==> config.mk <==
export PLATFORM = sky130hd
export DESIGN_NAME = change_dispenser
export DESIGN_NICKNAME = d
export VERILOG_FILES = /design/src/rtl/change_dispenser.sv
export SDC_FILE = /design/constraint.sdc
export NUM_CORES = 1
export LEC_CHECK = 0
export CAP_MARGIN = 10
export CORE_MARGIN = 2
export CORE_UTILIZATION = 45
export DETAILED_ROUTE_END_ITERATION = 6
export PLACE_DENSITY = 0.72
export SKIP_CTS_REPAIR_TIMING = 1
export SYNTH_ARGS = -nofsm -noshare
export SYNTH_HDL_FRONTEND = slang
export SYNTH_SLANG_ARGS = --single-unit
==> constraint.sdc <==
create_clock -name clk -period 2 [get_ports clk]
set_input_delay 0.3 -clock clk [delete_from_list [all_inputs] [get_ports clk]]
set_output_delay 0.3 -clock clk [all_outputs]
set_load 0.05 [all_outputs]
==> src/rtl/change_dispenser.sv <==
// change_dispenser: pays out a change balance as dollar and quarter coins
// through a coin hopper using a per-coin request/acknowledge handshake.
// Tracks coin inventory, falls back to quarters when dollars run out,
// declares a jam when the hopper stops acknowledging, and reports the
// unpaid balance (including any sub-quarter residue) back to the vending
// controller.
//
// Optional feature: define CHANGE_DISPENSER_STATS_EN to add the 16-bit
// coins_total output, a saturating count of acknowledged coins since reset.

module change_dispenser #(
   parameter int AMT_W          = 12,
   parameter int INV_W          = 4,
   parameter int TIMEOUT_CYCLES = 64,
   parameter int GAP_CYCLES     = 2
) (
   input  logic             clk,
   input  logic             reset,
   input  logic             start,
   input  logic [AMT_W-1:0] amount,
   input  logic             coin_ack,
   input  logic             load_dollar,
   input  logic             load_quarter,
   input  logic             clear_jam,
   output logic             coin_req,
   output logic             coin_sel,
   output logic             busy,
   output logic             done,
   output logic             short,
   output logic [AMT_W-1:0] change_left,
   output logic             jam,
   output logic [INV_W-1:0] dollar_cnt,
   output logic [INV_W-1:0] quarter_cnt
`ifdef CHANGE_DISPENSER_STATS_EN
   ,
   output logic [15:0]      coins_total
`endif
);

   localparam int TIMER_W = $clog2(TIMEOUT_CYCLES + 1);
   localparam int GAP_W   = $clog2(GAP_CYCLES + 1);

   localparam logic [AMT_W-1:0]   DOLLAR_VALUE  = AMT_W'(100);
   localparam logic [AMT_W-1:0]   QUARTER_VALUE = AMT_W'(25);
   localparam logic [INV_W-1:0]   INV_FULL      = {INV_W{1'b1}};
   localparam logic [TIMER_W-1:0] TIMER_LAST    = TIMER_W'(TIMEOUT_CYCLES - 1);
   localparam logic [GAP_W-1:0]   GAP_LAST      = GAP_W'(GAP_CYCLES - 1);

   typedef enum logic [2:0] {
      IDLE,
      SELECT,
      REQ,
      GAP,
      DONE,
      JAM
   } state_t;

   state_t             state_q;
   logic [AMT_W-1:0]   remaining_q;
   logic [TIMER_W-1:0] timer_q;
   logic [GAP_W-1:0]   gap_q;
   logic [INV_W-1:0]   dollarCnt_q;
   logic [INV_W-1:0]   quarterCnt_q;
   logic               coinReq_q;
   logic               coinSel_q;
   logic               busy_q;
   logic               done_q;
   logic               short_q;
   logic [AMT_W-1:0]   changeLeft_q;
   logic               jam_q;

   logic               canDollar;
   logic               canQuarter;
   logic               ackAccepted;
   logic [AMT_W-1:0]   remaining_d;

   // Coin choice for the next request and the balance left once the coin
   // currently being requested has been acknowledged.
   always_comb begin
      canDollar   = (remaining_q >= DOLLAR_VALUE) && (dollarCnt_q != '0);
      canQuarter  = (remaining_q >= QUARTER_VALUE) && (quarterCnt_q != '0);
      ackAccepted = (state_q == REQ) && coin_ack;
      remaining_d = remaining_q - (coinSel_q ? DOLLAR_VALUE : QUARTER_VALUE);
   end

   // Payout state machine; every output is a register updated alongside the state.
   always_ff @(posedge clk) begin
      if (reset) begin
         state_q      <= IDLE;
         remaining_q  <= '0;
         timer_q      <= '0;
         gap_q        <= '0;
         dollarCnt_q  <= INV_FULL;
         quarterCnt_q <= INV_FULL;
         coinReq_q    <= 1'b0;
         coinSel_q    <= 1'b0;
         busy_q       <= 1'b0;
         done_q       <= 1'b0;
         short_q      <= 1'b0;
         changeLeft_q <= '0;
         jam_q        <= 1'b0;
      end else begin
         done_q <= 1'b0;
         case (state_q)
            IDLE: begin
               if (start) begin
                  remaining_q <= amount;
                  busy_q      <= 1'b1;
                  state_q     <= SELECT;
               end
               if (load_dollar) begin
                  dollarCnt_q <= INV_FULL;
               end
               if (load_quarter) begin
                  quarterCnt_q <= INV_FULL;
               end
            end
            SELECT: begin
               if (canDollar) begin
                  coinSel_q <= 1'b1;
                  coinReq_q <= 1'b1;
                  timer_q   <= '0;
                  state_q   <= REQ;
               end else if (canQuarter) begin
                  coinSel_q <= 1'b0;
                  coinReq_q <= 1'b1;
                  timer_q   <= '0;
                  state_q   <= REQ;
               end else begin
                  done_q       <= 1'b1;
                  changeLeft_q <= remaining_q;
                  short_q      <= (remaining_q >= QUARTER_VALUE);
                  state_q      <= DONE;
               end
            end
            REQ: begin
               if (coin_ack) begin
                  coinReq_q   <= 1'b0;
                  remaining_q <= remaining_d;
                  timer_q     <= '0;
                  gap_q       <= '0;
                  state_q     <= GAP;
                  if (coinSel_q) begin
                     if (dollarCnt_q != '0) begin
                        dollarCnt_q <= dollarCnt_q - 1'b1;
                     end
                  end else begin
                     if (quarterCnt_q != '0) begin
                        quarterCnt_q <= quarterCnt_q - 1'b1;
                     end
                  end
               end else if (timer_q == TIMER_LAST) begin
                  coinReq_q <= 1'b0;
                  busy_q    <= 1'b0;
                  jam_q     <= 1'b1;
                  timer_q   <= '0;
                  state_q   <= JAM;
               end else begin
                  timer_q <= timer_q + 1'b1;
               end
            end
            GAP: begin
               if (gap_q == GAP_LAST) begin
                  gap_q   <= '0;
                  state_q <= SELECT;
               end else begin
                  gap_q <= gap_q + 1'b1;
               end
            end
            DONE: begin
               busy_q  <= 1'b0;
               state_q <= IDLE;
            end
            JAM: begin
               if (clear_jam) begin
                  jam_q        <= 1'b0;
                  busy_q       <= 1'b1;
                  done_q       <= 1'b1;
                  changeLeft_q <= remaining_q;
                  short_q      <= 1'b1;
                  state_q      <= DONE;
               end
            end
            default: begin
               coinReq_q <= 1'b0;
               busy_q    <= 1'b0;
               jam_q     <= 1'b0;
               state_q   <= IDLE;
            end
         endcase
      end
   end

`ifdef CHANGE_DISPENSER_STATS_EN
   logic [15:0] coinsTotal_q;

   // Saturating tally of every coin the hopper has acknowledged since reset.
   always_ff @(posedge clk) begin
      if (reset) begin
         coinsTotal_q <= '0;
      end else if (ackAccepted && (coinsTotal_q != 16'hFFFF)) begin
         coinsTotal_q <= coinsTotal_q + 16'd1;
      end
   end

   assign coins_total = coinsTotal_q;
`else
   logic unusedAck;
   assign unusedAck = ackAccepted;
`endif

   assign coin_req    = coinReq_q;
   assign coin_sel    = coinSel_q;
   assign busy        = busy_q;
   assign done        = done_q;
   assign short       = short_q;
   assign change_left = changeLeft_q;
   assign jam         = jam_q;
   assign dollar_cnt  = dollarCnt_q;
   assign quarter_cnt = quarterCnt_q;

endmodule
==> impl_metrics.json <==
{
  "antenna_found_initial": 0,
  "synth_top_family_by_area": "simple AND/OR/NAND/NOR gates",
  "hold_violations": 0,
  "synth_top_area_cell": "dfxtp_1",
  "root_buffer": "clkbuf_8",
  "grt_max_degree": 31,
  "start_util": 0.469,
  "io_buffers": 44,
  "drive_gt1_frac": 0.146,
  "async_reset_ff_frac": 0,
  "tritoncts": "yes",
  "max_freq_mhz": 505,
  "ys_seq_elements": 50,
  "numCtsBuffers": 5,
  "grt_overflow_total": 0,
  "core_area_um2": 5990,
  "synthTopCellsByArea": "dfxtp_1 (36%), nand2b_1 (6.5%), mux2i_1 (5.0%)",
  "rows": 28,
  "n_antenna_cell": 0,
  "clk-insertion-delay-late_ns": 0.31,
  "start_kind": "register",
  "place_congestion": 0.915,
  "fp.dieH_um": 83.0,
  "critPathArrivalTime_ns": 2.22,
  "detail_route.vias_per_cell": 5.67,
  "layout-area-overhead-vs-synth_pct": 30.8,
  "dpl.hpwl_um": 5430,
  "drtAntennaViolNets": 0,
  "cts.path.max_buffers": 2,
  "crit_fanout": 5,
  "power.density_nw_per_um2": 1240,
  "routed_wirelength_um": 7180,
  "grt_pass1_vias": 2552,
  "fin_crit_ns": 1.98,
  "worst_slew_pin_slew_ns": 0.505,
  "synth_common_cells": "dfxtp_1 (50), nand2b_1 (29), nor2_1 (29), a21oi_1 (21), nand2_1 (21)",
  "synth_compound_area_frac": 0.211,
  "placed_area_um2": 3530,
  "critPathKind": "reg -> reg",
  "grt_usage": 0.208,
  "synth_cells": 332,
  "finalSetupViolCount": 0,
  "die_width_um": 83.0,
  "yosys.area_share.xor_xnor": 0.0249,
  "synth_simple_gate_area_frac": 0.261,
  "mappedNetlistArea_um2": 2810,
  "drc_errors": 0,
  "drtPass1Iterations": 4,
  "synth_adder_area_share": 0.0445,
  "skew_ns": 0.00846,
  "clock-sinks": 50,
  "synthFlopType": "dfxtp_1",
  "vdd_ir_drop_max_mv": 0.692,
  "leakage_uw": 0.00135,
  "grt_pass1_wl_um": 12000,
  "yosysSeqAreaShare": 0.356,
  "avgSynthCellArea_um2": 8.46,
  "htreeDepth": 2,
  "instances_no_fill": 471,
  "critical_path.slowest_cell": "dfxtp_4",
  "yosysTopAreaCellShare": 0.356,
  "ys_warn_count": 0,
  "dp_slack_ns": -0.0305,
  "end_kind": "register",
  "nets": 424,
  "holdWs_ns": 0.465,
  "numPlacedInstances": 463,
  "drv_cap": 0,
  "post-route-period-util": 0.991,
  "io_pins": 45,
  "path_cells": "inv_6, ha_4, ha_4, nor2b_4, o31a_1, o31a_1, or3_1, a31oi_1",
  "path_clk_slew_ns": 0.10,
  "worstHoldPathType": "reg -> reg",
  "cpPeakStageDelay_ns": 0.38,
  "max_slew_margin": 0.663,
  "final_area_um2": 3670,
  "status": "complete, no violations",
  "wire_per_inst_um": 15.2,
  "muxShareOfSynthArea": 0.0579,
  "drv_slew": 0,
  "die_area_um2": 6890,
  "nFillCells": 546,
  "cp_data_required_time_ns": 2.24,
  "drtIter0Drc": 165,
  "utilization": 0.613,
  "setup_slack_ns": 0.0185,
  "critPathTopFamily": "compound AO/OA/AOI/OAI gates",
  "synth-edff-count": 0,
  "syn_nets": 361,
  "synth_cell_type_count": 60,
  "crit_buf_inv": 1,
  "yosysMostFrequentCell": "dfxtp_1",
  "vias": 2669
}
[worst min-delay path, cell delays in order, from the launching register on]
cell and delay, ns:
dfxtp_1 0.32, inv_1 0.05, a221oi_1 0.06
[cells by family (layout without fill, tap and decap cells)]
group / count (synthesis) / after routing
buffers and inverters: 30 / 94
AOI/OAI and AO/OA: 84 / 84
xor gates and xnor gates: 8 / 8
DFF: 50 / 50
and+or+nand+nor: 134 / 134
muxes: 16 / 16
adders and majority gates: 10 / 10
[layout by cell type (no fill, tap or decap), drive strengths merged, types with 3 or more instances in the layout]
master          n
and3            6
a21oi          21
nor3b           4
mux2i          14
o211ai          4
xnor2           4
xor2            4
ha             10
or4             3
a31oi           8
dfxtp          50
nor3           12
nand2          21
o21a            4
a211oi         11
o21ai           8
clkbuf          7
clkdlybuf4s50  44
nand3           6
nor2           29
inv            15
nand2b         30
or3             9
buf            27
nor2b           3
a221oi          4
[through the flow]
step                      power [µW]  TNS (ns)
after floorplan                 3060   -0.0247
after CTS                       4450    -0.101
after global routing            4850   -0.0405
final                           4560         0
after detailed placement        3830   -0.0568
after global placement          3770         0
[cell type report]
cell class	count	area, µm²	share of cell area
multi-input cells	252	1760	0.479
clock inverters	1	5.00	0.00136
inverters	15	61.3	0.0167
well taps	75	93.8	0.0255
clock buffers	7	86.3	0.0235
repair buffers	71	656	0.178
flip-flops and latches	50	1010	0.275
[layer usage]
| metal | vias to the layer above | global-route usage | share of wire |
|---|---|---|---|
| met5 | - | 0 | 0 |
| met1 | 1267 | 0.276 | 0.48 |
| met4 | 0 | 0.0566 | 0.0081 |
| met2 | 62 | 0.351 | 0.47 |
| li1 | 1336 | - | - |
| met3 | 4 | 0.0308 | 0.042 |
[path summary, 6_finish.rpt]
path                 start         endpoint  slack, ns  cells after the start
hold reg to reg   coin_req         coin_req       0.47                      2
hold / removal    coin_req         coin_req       0.47                      2
setup reg to reg  coin_sel  remaining_q[10]       0.02                      8
setup / recovery  coin_sel  remaining_q[10]       0.02                      8
[power by group]
group | internal (µW) | leakage, µW | total (µW) | switching (µW)
Combinational | 1120 | 0.000898 | 2540 | 1420
Sequential | 1180 | 0.000406 | 1400 | 227
Clock | 280 | 0.0000482 | 621 | 341
Total | 2580 | 0.00135 | 4560 | 1980
[state kept, by name, summed over array words and instances (netlist names)]
signal       cells
change_left     12
remaining_q     12
timer_q          7
dollar_cnt       4
quarter_cnt      4
state_q          3
gap_q            2
busy             1
coin_req         1
coin_sel         1
done             1
jam              1
short            1
Note: power is estimated with default switching activity, not from simulation.
